## config.mk

```make
export PLATFORM = sky130hd
export DESIGN_NAME = multi_read_latency_memory
export DESIGN_NICKNAME = d
export VERILOG_FILES = /design/src/rtl/multi_read_latency_memory.sv
export SDC_FILE = /design/constraint.sdc
export NUM_CORES = 1
export LEC_CHECK = 0
export CAP_MARGIN = 20
export CORE_ASPECT_RATIO = 0.9
export CORE_MARGIN = 2
export CORE_UTILIZATION = 45
export DETAILED_ROUTE_END_ITERATION = 10
export SKIP_LAST_GASP = 1
export SYNTH_ARGS = -nofsm -noshare
export SYNTH_HDL_FRONTEND = slang
export SYNTH_SLANG_ARGS = --single-unit
```

## constraint.sdc

```tcl
create_clock -name clk -period 5.4 [get_ports clk]
set_input_delay 1.35 -clock clk [delete_from_list [all_inputs] [get_ports clk]]
set_output_delay 1.35 -clock clk [all_outputs]
set_load 0.02 [all_outputs]
```

## src/rtl/multi_read_latency_memory.sv

```systemverilog
// rtl/multi_read_latency_memory.sv - 1-write / NUM_RD-read memory with fixed read latency
//
// Purpose:
//   One write port with byte enables.
//   NUM_RD independent read ports, each with its own shift pipeline.
//   Every read port has a fixed latency of DATA_LAT cycles.
//   The storage array is never reset. Only the valid pipelines are cleared by rst.
//
// Optional feature:
//   MRLM_FWD_EN - when defined, a read and a write to the same address at the same
//   edge return the merged word (new bytes where w_be is set, old bytes elsewhere).
//   When undefined, such a read returns the old, pre-write word.
//
// Ports:
//   clk       clock; all logic runs on posedge
//   rst       synchronous, active-high reset of the read-valid pipelines
//   r_addr    read addresses; port p at [p*ADDR_WIDTH +: ADDR_WIDTH]
//   r_avalid  per-port read request
//   r_dvalid  per-port read data valid
//   r_data    read data; port p at [p*DATA_WIDTH +: DATA_WIDTH]
//   w_addr    write address
//   w_data    write data
//   w_be      byte enables; bit b covers w_data[8*b +: 8]
//   w_valid   write strobe

module multi_read_latency_memory #(
    parameter int DATA_WIDTH = 32,
    parameter int ADDR_WIDTH = 4,
    parameter int NUM_RD     = 2,
    parameter int DATA_LAT   = 2
) (
    input  logic                           clk,
    input  logic                           rst,
    input  logic [NUM_RD*ADDR_WIDTH-1:0]   r_addr,
    input  logic [NUM_RD-1:0]              r_avalid,
    output logic [NUM_RD-1:0]              r_dvalid,
    output logic [NUM_RD*DATA_WIDTH-1:0]   r_data,
    input  logic [ADDR_WIDTH-1:0]          w_addr,
    input  logic [DATA_WIDTH-1:0]          w_data,
    input  logic [DATA_WIDTH/8-1:0]        w_be,
    input  logic                           w_valid
);

    localparam int BE_WIDTH = DATA_WIDTH / 8;
    localparam int DEPTH    = 2 ** ADDR_WIDTH;

    if (DATA_WIDTH % 8 != 0) begin : g_bad_data_width
        $error("multi_read_latency_memory: DATA_WIDTH must be a multiple of 8");
    end
    if (DATA_LAT < 1) begin : g_bad_data_lat
        $error("multi_read_latency_memory: DATA_LAT must be at least 1");
    end
    if (NUM_RD < 1) begin : g_bad_num_rd
        $error("multi_read_latency_memory: NUM_RD must be at least 1");
    end

    logic [DATA_WIDTH-1:0] mem [0:DEPTH-1];

    // Writes are deliberately independent of rst: the array holds data across reset.
    always_ff @(posedge clk) begin
        if (w_valid) begin
            for (int b = 0; b < BE_WIDTH; b++) begin
                if (w_be[b]) begin
                    mem[w_addr][8*b +: 8] <= w_data[8*b +: 8];
                end
            end
        end
    end

    for (genvar p = 0; p < NUM_RD; p++) begin : g_port
        logic [ADDR_WIDTH-1:0] addr;
        logic [DATA_WIDTH-1:0] rd_word;
        logic [DATA_LAT-1:0]   vld;
        logic [DATA_WIDTH-1:0] dat [0:DATA_LAT-1];

        assign addr = r_addr[p*ADDR_WIDTH +: ADDR_WIDTH];

        // Word captured into stage 0. The array read sees the pre-write contents
        // at a colliding edge; forwarding overlays the bytes being written.
        always_comb begin
            rd_word = mem[addr];
`ifdef MRLM_FWD_EN
            if (w_valid && (w_addr == addr)) begin
                for (int b = 0; b < BE_WIDTH; b++) begin
                    if (w_be[b]) begin
                        rd_word[8*b +: 8] = w_data[8*b +: 8];
                    end
                end
            end
`endif
        end

        // Valid pipeline: cleared by rst so that in-flight requests are dropped
        // and requests presented while rst is high never enter.
        always_ff @(posedge clk) begin
            if (rst) begin
                vld <= '0;
            end else begin
                vld[0] <= r_avalid[p];
                for (int s = 1; s < DATA_LAT; s++) begin
                    vld[s] <= vld[s-1];
                end
            end
        end

        // Data pipeline: not reset. Stage 0 loads every cycle; the value only
        // matters when the matching valid bit is set.
        always_ff @(posedge clk) begin
            dat[0] <= rd_word;
            for (int s = 1; s < DATA_LAT; s++) begin
                dat[s] <= dat[s-1];
            end
        end

        assign r_dvalid[p]                       = vld[DATA_LAT-1];
        assign r_data[p*DATA_WIDTH +: DATA_WIDTH] = dat[DATA_LAT-1];
    end

endmodule

```

==> metrics <==
CTS Buffer Depth 3; slew at the pin closest to its max-slew limit 1110 ps; post-CTS setup buffer count 0; flops & latches, synth 644; Die Area roughly 60,000 um2; clk slew on worst S/H paths roughly 60 ps; Slew Viols, Final 0; final hold vios 0; Area Overhead vs Synth 14.2%; met3 routed WL between 5000 and 6000 um; M1 WL 27,100 um; Clock Power Share 41.9%; Root Driver clkbuf_16; Max-slew headroom 25.6%; max frequency 299 MHz; die height 233 um; slack of the critical path slightly above 2000 ps; Die W 259 um; total power 0.0110 W; VDD IR-drop max 0.213 mV; post-layout util 51.7%; kind of critical path in2reg; core footprint slightly below 60,000 um2; final setup TNS 0 ps; fin nets 1,457; CTS buffer count 68; arrival time at the worst endpoint 3570 ps; top layer in use met5; site row count 84; period utilization roughly three fifths; largest net degree at the start of global routing 66; HPWL after DPL roughly 41,000 um; number of global-route vias before repair 14,000; CP max FO 8; Yosys top cell by area edfxtp_1; Routed wire per std cell about 29 um; Hold-fix buffers, CTS 0; status complete, no violations; class of the worst hold path reg2reg; endpoint type of the worst setup path register; Starting DRT DRC Count 1,644; Skew-Pair Late Insertion Delay 600 ps; Final Non-Filler Cells 2,232; Placed Cells approximately 2,100; Syn Area/Cell 19.5 um2; PwrDens 367 nW/um2; Placer Congestion 0.793; # port buffers 118; layout cell share with drive strength beyond 1 26.7%; Antenna Nets Post-Route 0; 1st-pass router iterations 5; GRT Overall Usage 22.2%; final wirelength 65,600 um; H-tree Lvls 3; synth warn 0; DRC Markers 0; final setup fails 0; Flop pwr share between 50 and 60%; via count 13,600; vias per cell a little over 6; GRT overflow 0; I/O pins between 100 and 150; CP required 5620 ps; CTS resizes 0; post-route minimum period 3350 ps; MaxCap Viol Count 0; sequential area share after synthesis between 60 and 70%; Pleak 9.71 nW; Net Switching 0.00243 W; met2 wire len 30,500 um; Post-Syn Instances around 1,400; Post-Syn Nets 1,403; crit path launch type input port; CTS tree yes; Comb power frac 7.8%; clock net sink count approximately 640; Syn Std Cell Area roughly 26,000 um2; worst slack at placement 1460 ps; initial antenna violation count 4; largest cells by area after synthesis edfxtp_1 (58%), mux4_2 (22%), dfxtp_1 (10%); Starting Density 45.3%; Int Pwr between 0.008 and 0.009 W; switch share 22.0%; global-route wire length before repair 95,200 um; Worst Skew 27.9 ps; RSZ-0062 raised after global routing no; area share of the largest cell type after synthesis between 50 and 60%; synth unique cells 14
[final timing paths]
check	from	endpoint	slack, ps	depth (start not counted)
min reg2reg	g_port[0].dat[0][21]$_DFF_P_	g_port[0].dat[0][53]$_DFF_P_	320	0
max reg2reg	mem[11][16]$_DFFE_PP_	g_port[1].dat[0][16]$_DFF_P_	3760	3
max	w_addr[3]	mem[11][14]$_DFFE_PP_	2050	4
min	g_port[0].dat[0][21]$_DFF_P_	g_port[0].dat[0][53]$_DFF_P_	320	0
[flip-flops by register name, indices dropped and copies added, names as in the netlist]
name,flops
mem,512
g_port.vld,4
g_port.dat,128
[worst max-delay path, cell delays in order]
cell and delay, ps:
clkdlybuf4s50_1 600, nor2b_1 280, nand3_1 430, nor2_1 890
[power groups by stage]
| stage | logic, W | registers [W] | clock network [W] |
|---|---|---|---|
| final | 0.000859 | 0.00555 | 0.00462 |
| after global routing | 0.000909 | 0.00557 | 0.00490 |
| after CTS | 0.000864 | 0.00556 | 0.00470 |
| after detailed placement | 0.000861 | 0.00566 | 0 |
| after global placement | 0.000856 | 0.00566 | 0 |
| after floorplan | 0.000558 | 0.00564 | 0 |
[final cells by class]
cell class                 instances  area (um2)
tap                              774         968
clock inverter                    25         206
sequential                       644       18000
timing repair buffer             140        1430
antenna                            1        2.50
fill                            4570       28100
clock buffer                      98        2000
multi-input combinational        550        7440
[layer usage]
metal / global-route usage [%] / vias up
met5: 0 / -
met4: 7.50 / 6
met3: 6.39 / 137
met2: 33.7 / 650
met1: 30.8 / 7206
li1: - / 5636
[logic make-up (layout without fill, tap and decap cells)]
group | after synthesis | after routing | synth area share, %
flip-flops | 644 | 644 | 68.4
multiplexers | 256 | 256 | 21.9
AND/OR/NAND/NOR | 166 | 166 | 2.54
buffers and inverters | 156 | 263 | 3.49
AO/OA/AOI/OAI | 128 | 128 | 3.65
other | 0 | 1 | 0
[cell usage in the layout (no fill, tap or decap), types with 15 or more instances in the layout]
cell             count
dfxtp_1            132
clkdlybuf4s50_1    114
mux4_2             256
a22oi_1            128
nand2_1             77
clkbuf_1            16
nor2_1              66
edfxtp_1           512
buf_4               15
clkbuf_16           73
[synth_stat cells, drive strengths merged]
cell type and instances:
edfxtp 512, mux4 256, dfxtp 132, a22oi 128
buf 110, nand2 77, nor2 68, clkbuf 46
nor2b 12, nand3 6, and2 2, nand4 1
[stage by stage]
step                      area (um2)  hold slack [ps]
after detailed placement       27800              312
final                          30100              323
after floorplan                26300              310
after global placement         27800              310
after CTS                      30100              323
after global routing           30100              327
Note: power is estimated with default switching activity, not from simulation.
